--- config.mk ---
export PLATFORM = sky130hd
export DESIGN_NAME = rf_write_scheduler
export DESIGN_NICKNAME = d
export VERILOG_FILES = /design/src/rtl/rf_write_scheduler.sv
export SDC_FILE = /design/constraint.sdc
export NUM_CORES = 1
export LEC_CHECK = 0
export BUFFER_PORTS_ARGS = -buffer_cell sky130_fd_sc_hd__buf_4
export CORE_MARGIN = 1.5
export CORE_UTILIZATION = 35
export DETAILED_ROUTE_END_ITERATION = 6
export GPL_ROUTABILITY_DRIVEN = 0
export PLACE_DENSITY_LB_ADDON = 0.3
export SLEW_MARGIN = 15
export SYNTH_ARGS = -nofsm -noshare
export SYNTH_HDL_FRONTEND = slang
export SYNTH_SLANG_ARGS = --single-unit
export TNS_END_PERCENT = 100
--- constraint.sdc ---
create_clock -name CLK -period 2.6 [get_ports CLK]
set_input_delay 0.26 -clock CLK [delete_from_list [all_inputs] [get_ports CLK]]
set_output_delay 0.26 -clock CLK [all_outputs]
set_load 0.02 [all_outputs]
--- src/rtl/rf_write_scheduler.sv ---
// Register-file write-port scheduler. Arbitrates the single write port between
// pipeline writeback (A) and buffered multi-cycle results (B), and keeps a
// pending-write scoreboard that decode uses to stall on RAW hazards.
module rf_write_scheduler #(
  parameter int unsigned XLEN         = 32,
  parameter int unsigned FIFO_DEPTH   = 2,
  parameter int unsigned STARVE_LIMIT = 4
) (
  input  logic            CLK,
  input  logic            RESET,
  input  logic            A_VALID,
  output logic            A_READY,
  input  logic [4:0]      A_REG,
  input  logic [XLEN-1:0] A_DATA,
  input  logic            B_VALID,
  output logic            B_READY,
  input  logic [4:0]      B_REG,
  input  logic [XLEN-1:0] B_DATA,
  input  logic            ISSUE_VALID,
  input  logic [4:0]      ISSUE_REG,
  input  logic [4:0]      QUERY_REG1,
  input  logic [4:0]      QUERY_REG2,
  output logic            STALL,
  output logic            WRITE_ENABLE,
  output logic [4:0]      WRITE_REG,
  output logic [XLEN-1:0] DATA_IN
);

  localparam int unsigned AW = (FIFO_DEPTH > 1) ? $clog2(FIFO_DEPTH) : 1;
  localparam int unsigned CW = $clog2(FIFO_DEPTH + 1);
  localparam int unsigned SW = $clog2(STARVE_LIMIT + 1);
  localparam logic [CW-1:0] FULL_CNT   = CW'(FIFO_DEPTH);
  localparam logic [SW-1:0] STARVE_MAX = SW'(STARVE_LIMIT);

  logic [4:0]      fifo_reg_q  [FIFO_DEPTH];
  logic [XLEN-1:0] fifo_data_q [FIFO_DEPTH];
  logic [AW-1:0]   rd_ptr_q, rd_ptr_d;
  logic [AW-1:0]   wr_ptr_q, wr_ptr_d;
  logic [CW-1:0]   count_q, count_d;
  logic [SW-1:0]   starve_q, starve_d;
  logic [31:0]     pending_q, pending_d;
  logic            we_q, we_d;
  logic [4:0]      wreg_q, wreg_d;
  logic [XLEN-1:0] wdata_q, wdata_d;

  logic            fifo_empty, fifo_full;
  logic [4:0]      head_reg;
  logic [XLEN-1:0] head_data;
  logic            a_req, force_b, grant_a, grant_b, push, pop;

  // Arbitration: a starved FIFO head overrides A; otherwise A wins, B fills idle slots.
  always_comb begin
    fifo_empty = (count_q == '0);
    fifo_full  = (count_q == FULL_CNT);
    head_reg   = fifo_reg_q[rd_ptr_q];
    head_data  = fifo_data_q[rd_ptr_q];
    a_req      = A_VALID & (A_REG != 5'd0);
    force_b    = (starve_q == STARVE_MAX) & ~fifo_empty;
    grant_a    = a_req & ~force_b;
    grant_b    = ~fifo_empty & ~grant_a;
    push       = B_VALID & B_READY;
    pop        = grant_b;
  end

  assign A_READY      = ~force_b;
  assign B_READY      = ~fifo_full & ~RESET;
  assign STALL        = pending_q[QUERY_REG1] | pending_q[QUERY_REG2];
  assign WRITE_ENABLE = we_q;
  assign WRITE_REG    = wreg_q;
  assign DATA_IN      = wdata_q;

  // Next-state for FIFO bookkeeping, starvation counter, scoreboard and write port.
  always_comb begin
    rd_ptr_d  = pop  ? rd_ptr_q + AW'(1) : rd_ptr_q;
    wr_ptr_d  = push ? wr_ptr_q + AW'(1) : wr_ptr_q;
    count_d   = count_q;
    case ({push, pop})
      2'b10:   count_d = count_q + CW'(1);
      2'b01:   count_d = count_q - CW'(1);
      default: count_d = count_q;
    endcase

    if (fifo_empty || grant_b) begin
      starve_d = '0;
    end else if (grant_a && (starve_q != STARVE_MAX)) begin
      starve_d = starve_q + SW'(1);
    end else begin
      starve_d = starve_q;
    end

    // Clear is applied before set so a same-edge issue to the same reg stays pending.
    pending_d = pending_q;
    if (grant_b && (head_reg != 5'd0)) pending_d[head_reg] = 1'b0;
    if (ISSUE_VALID && (ISSUE_REG != 5'd0)) pending_d[ISSUE_REG] = 1'b1;
    pending_d[0] = 1'b0;

    we_d    = 1'b0;
    wreg_d  = wreg_q;
    wdata_d = wdata_q;
    if (grant_a) begin
      we_d    = 1'b1;
      wreg_d  = A_REG;
      wdata_d = A_DATA;
    end else if (grant_b) begin
      we_d    = (head_reg != 5'd0);
      wreg_d  = head_reg;
      wdata_d = head_data;
    end
  end

  // Control and write-port registers with synchronous reset.
  always_ff @(posedge CLK) begin
    if (RESET) begin
      rd_ptr_q  <= '0;
      wr_ptr_q  <= '0;
      count_q   <= '0;
      starve_q  <= '0;
      pending_q <= '0;
      we_q      <= 1'b0;
      wreg_q    <= '0;
      wdata_q   <= '0;
    end else begin
      rd_ptr_q  <= rd_ptr_d;
      wr_ptr_q  <= wr_ptr_d;
      count_q   <= count_d;
      starve_q  <= starve_d;
      pending_q <= pending_d;
      we_q      <= we_d;
      wreg_q    <= wreg_d;
      wdata_q   <= wdata_d;
    end
  end

  // FIFO storage; contents need no reset since the count gates all reads.
  always_ff @(posedge CLK) begin
    if (push) begin
      fifo_reg_q[wr_ptr_q]  <= B_REG;
      fifo_data_q[wr_ptr_q] <= B_DATA;
    end
  end

endmodule

Word-level counts from Yosys, hierarchy flattened. Memory sizes are Yosys's and may differ from the RTL's. A register that Yosys moved wholly into a read port is not among the register bits. Index checks and enable logic that the tools add are counted.

Memory bits (writable): 74. Output and inout bits: 41. Bits of input ports: 94. Latch bits: 0. Memories kept: 2. Bits in read-only memories: 0. Register bits: 77.

Memories: fifo_data_q (words 2, width 32, rd ports 1, clocked after Yosys merged registers in 1, wr ports 1, line 36) `logic [XLEN-1:0] fifo_data_q [FIFO_DEPTH];`; fifo_reg_q (words 2, width 5, rd ports 1, clocked after Yosys merged registers in 1, wr ports 1, line 35) `logic [4:0] fifo_reg_q [FIFO_DEPTH];`.

Bitwise operators: 15. Shifts and indexed selects: 0. Multiply operators: 0. Add/sub/neg operators: 5. Mux-type cells: 23. Div/mod/pow operators: 0. Reductions and logical operators: 13. Magnitude comparators: 6. Eq/ne operators: 5.

Operator list (number): $mux 32 (4); $and 32x32->32 (1); $not 32->32 (1); $or 32x32->32 (1); $lt 5x6->1 const B (4); $reduce_bool 5->1 (3); $mux 1 (12); $bmux 1 s5 (2); $demux 1 s5 (2); $ge 5x1->1 const B (2); $mux 5 (2); $and 1x1->1 (6); $logic_and 1x1->1 (5); $not 1->1 (5); $eq 2x2->1 const B (2); $pmux 2 s2 (1); $reduce_bool 2->1 (2); $add 3x1->3 const B (1); $eq 3x3->1 const B (1); $ne 3x3->1 const B (1); $add 1x1->1 const B (2); $add 2x1->2 const B (1); $eq 2x1->1 const B (1); $logic_not 2->1 (1); 4 further kinds (4).

Logic depth before layout (Yosys ltp).
Depth after elaboration: 11. Mapped depth: 10.

Least setup slack after synthesis. OpenSTA, ideal clock, no wires.

Path kind: flip-flop to flip-flop. Start point: reg count_q[0]. End point: mem fifo_data_q[0][0], enable pin. Setup slack: -0.473 ns. Data required time: 2.169 ns. Data arrival time: 2.642 ns. Stages on the path, launching flop included: 5. Path buffers: 0. Library setup time: 0.431 ns. Cells stage by stage: dfxtp_1 -> inv_1 -> a21oi_1 -> nand2_1 -> nor2_1.

Cells in the longest elaborated chain, start to end: 6.

RTL lines: start: declaration (line 39) `logic [CW-1:0] count_q, count_d;`; start signal: assignment (line 125) `count_q <= count_d;`; $eq 2x2->1 (line 54) `fifo_full = (count_q == FULL_CNT);`; $not 1->1 (line 66) `assign B_READY = ~fifo_full & ~RESET;`; $and 1x1->1 (line 66); named net B_READY (line 16) `output logic B_READY,`; $and 1x1->1 (line 61) `push = B_VALID & B_READY;`; $mux 1 (line 136) `if (push) begin`; $mux 1 (implied by the code) (line 138) `fifo_data_q[wr_ptr_q] <= B_DATA;`; end: declaration (line 36).

The timed path passes the listed nets, and every way through them passes these cells.

Worst setup path in the final report.
Start point: reg starve_q[0]. End point: reg count_q[1].

Cells in the longest elaborated chain, start to end: 8.

RTL lines: start: declaration (line 40) `logic [SW-1:0] starve_q, starve_d;`; start signal: assignment (line 126) `starve_q <= starve_d;`; $eq 3x3->1 * (line 58) `force_b = (starve_q == STARVE_MAX) & ~fifo_empty;`; $and 1x1->1 * (line 58); $not 1->1 * (line 59) `grant_a = a_req & ~force_b;`; $and 1x1->1 * (line 59); $not 1->1 * (line 60) `grant_b = ~fifo_empty & ~grant_a;`; $and 1x1->1 * (line 60); named net grant_b (line 49) `logic a_req, force_b, grant_a, grant_b, push, pop;`; $eq 2x1->1 / $eq 2x2->1 (equally long branches) (line 77) `case ({push, pop})`; $pmux 2 s2 / $reduce_bool 2->1 (equally long branches).

The timed path passes the listed nets; every way through them passes the cells marked *. A chain may end at the register's enable or synchronous reset.

==> impl_metrics.yaml <==
status:
  status: "complete, but fails checks"
  violations: "design-rule violations"
final_layout:
  layout-drive-gt1-share_pct: 26.8
  syn2layout_area_growth_pct: 29.0
  stdcell_area_mm2: 0.00842
  final_cells: 975
  final_cell_mix: "143 x buf_4, 115 x nand2_1, 76 x dfxtp_1"
  diodes: 0
  nFillCells: 1692
  layout.nets: 830
  fin_util_pct: 46.4
  final_common_cell: "buf_4"
global_routing:
  antenna_found_initial: 0
  first_global_vias: 4910
  grt_max_degree: 79
  overflow: 0
  grt_pass1_wl_um: 25400
  grtUsageTotal_pct: 16.6
floorplan:
  core_mm2: 0.0181
  rows: 49
  ios: 135
  fp.dieW_um: 140
  start_util_pct: 35.9
  die_area_mm2: 0.0195
  die_y_um: 140
timing:
  finalSetupViolCount: 0
  worstMarginPinSlew_ns: 0.829
  min_period_over_period_pct: 90.6
  drv_slew: 0
  hold_slack_ns: 0.0186
  slew_headroom_pct: 44.7
  setup_tns_ns: 0
  hold_viol: 0
  period_needed_ns: 2.36
  rsz0062_at_grt: "false"
  fin_skew_ns: 0.0180
  fmax_mhz: 424
logic_synthesis:
  ys.warnings.count: 0
  ys_seq_area_share_pct: 57.7
  synth_area_mm2: 0.00652
  synth_flop_cell: "dfxtp_1"
  syn_inst: 606
  ys_types: 40
  syn-num-nets: 703
  synth_top_area_share_pct: 34.1
  async_flop_share_pct: 0
  synth.area.top_cells: "edfxtp_1 34%, dfxtp_1 24%, nand2_1 6.6%, mux2i_1 6.3%, a21oi_1 5.7%"
  synth_top_area_cell: "edfxtp_1"
  synth_edf_count: 74
  syn_area_per_cell_um2: 10.8
  synth-seq-cells: 151
critical_path:
  crit_type: "register to register"
  cp_common_cell: "ha_1"
  cp_top_family: "compound AO/OA/AOI/OAI gates"
  start_kind: "register"
  cp.required_ns: 2.94
  crit_buf_inv: 1
  crit_path_max_incr_delay_ns: 0.38
  crit_start: "starve_q[0]"
  worstPathCellList: "inv_1 -> ha_1 -> o211ai_1 -> o211a_1 -> nor2_1 -> ha_1 -> or3_1 -> a21oi_1"
  critical_path.endpoint_type: "register"
  cpMaxStageDelayCell: "o211a_1"
  regToRegStartpoint: "starve_q[0]"
  cp.arrival_ns: 2.69
  critPathMaxFanout: 7
pwr:
  leakagePower_uw: 0.00307
  ir_drop_mv: 0.638
  pwr_density_cell_mw_per_mm2: 880
flow_run:
  maxCapViolations: 0
clocking:
  cts_setup_buffers: 0
  clock_latency_ns: 0.43
  htree_num_levels: 4
  cts_hold_buf: 4
  clk_pin_slew_ns: 0.06
  cts_tree: "done"
  clock-sinks: 151
  clk_path_buf_depth: 2
  cts_buffers: 17
  root_buffer: "clkbuf_16"
  cts_resized: 0
drt:
  viasPerCell: 5.26
  ant_nets: 0
  drc: 4
  drt-initial-drc-count: 279
  drt-pass1-iter-count: 7
  wl_um: 15900
  routedWlPerCell_um: 16.3
  via_count: 5132
placed_design:
  dpl.cell_count: 939
  place_hpwl_um: 11300
  dpl_cell_area_mm2: 0.00775
  port_buffers: 134
worst_hold_path:
  min-delay-start: "B_DATA[5]"
  hold_class: "input pin to register"
==> final cells by class <==
class / instances / area, um2 / share of cell area (%)
Tap cell: 229 / 287 / 3.40
Inverter: 7 / 26.3 / 0.312
Sequential cell: 151 / 3760 / 44.7
Clock buffer: 21 / 483 / 5.74
Multi-Input combinational cell: 408 / 2580 / 30.6
Timing Repair Buffer: 148 / 1130 / 13.5
Clock inverter: 11 / 144 / 1.71
==> registers in the layout, indices dropped and copies added, names as in the netlist, named ones only <==
| name | flops |
|---|---|
| fifo_data_q | 64 |
| WRITE_ENABLE | 1 |
| rd_ptr_q | 1 |
| WRITE_REG | 5 |
| wr_ptr_q | 1 |
| fifo_reg_q | 10 |
| DATA_IN | 32 |
| starve_q | 3 |
| pending_q | 31 |
| count_q | 2 |
==> power by group <==
part	total [uW]	switching [uW]	internal (uW)
Combinational	1940	1170	772
Sequential	2900	143	2750
Clock	2570	947	1620
==> synth_stat cells (2+ instances only) <==
| library cell | count |
|---|---|
| a21oi_1 | 74 |
| a31oi_1 | 2 |
| buf_1 | 2 |
| buf_2 | 10 |
| clkbuf_1 | 28 |
| dfxtp_1 | 77 |
| edfxtp_1 | 74 |
| ha_1 | 3 |
| inv_1 | 7 |
| mux2_2 | 8 |
| mux2i_1 | 41 |
| mux4_2 | 13 |
| nand2_1 | 115 |
| nand2b_1 | 5 |
| nand3_1 | 10 |
| nand3b_1 | 2 |
| nor2_1 | 24 |
| nor2b_1 | 5 |
| nor3_1 | 4 |
| nor4_1 | 3 |
| o211ai_1 | 43 |
| o21ai_0 | 33 |
| o21ai_1 | 3 |
| xnor2_1 | 3 |
| xor2_1 | 2 |
==> routing by layer <==
| metal | track usage [%] | up-vias | wire length, um |
|---|---|---|---|
| li1 | - | 2471 | - |
| met1 | 21.1 | 2474 | 7040 |
| met2 | 26.1 | 167 | 7390 |
| met3 | 5.92 | 20 | 1200 |
| met4 | 6.10 | 0 | 272 |
| met5 | 0 | - | 0 |
==> per-stage QoR <==
step / total power, uW / setup slack (ns)
after floorplan: 4230 / 0.133
after global routing: 7770 / 0.101
after CTS: 7470 / 0.266
final: 7410 / 0.244
after global placement: 4870 / 0.330
after detailed placement: 4890 / 0.247
==> cell families after synthesis <==
logic type | Yosys count | share of synthesized area (%)
and+or+nand+nor | 178 | 11.7
AOI/OAI and AO/OA | 160 | 14.3
DFF | 151 | 57.7
muxes | 62 | 12.2
buffers and inverters | 47 | 2.90
xor gates and xnor gates | 5 | 0.672
adders and majority gates | 3 | 0.576
==> worst register-to-register path, cell delays in order (launching register included) <==
cell and delay [ns]:
dfxtp_1 0.37, inv_1 0.06, ha_1 0.23, o211ai_1 0.22
o211a_1 0.38, nor2_1 0.12, ha_1 0.35, or3_1 0.38
a21oi_1 0.17
==> path summary, 6_finish.rpt <==
path,endpoint,slack (ns),cells past startpoint
min reg2reg,pending_q[17],0.50,2
max reg2reg,count_q[1],0.24,8
max,count_q[1],0.24,8
min,fifo_data_q[1][5],0.02,1
Power figures use the tool's default switching activity.
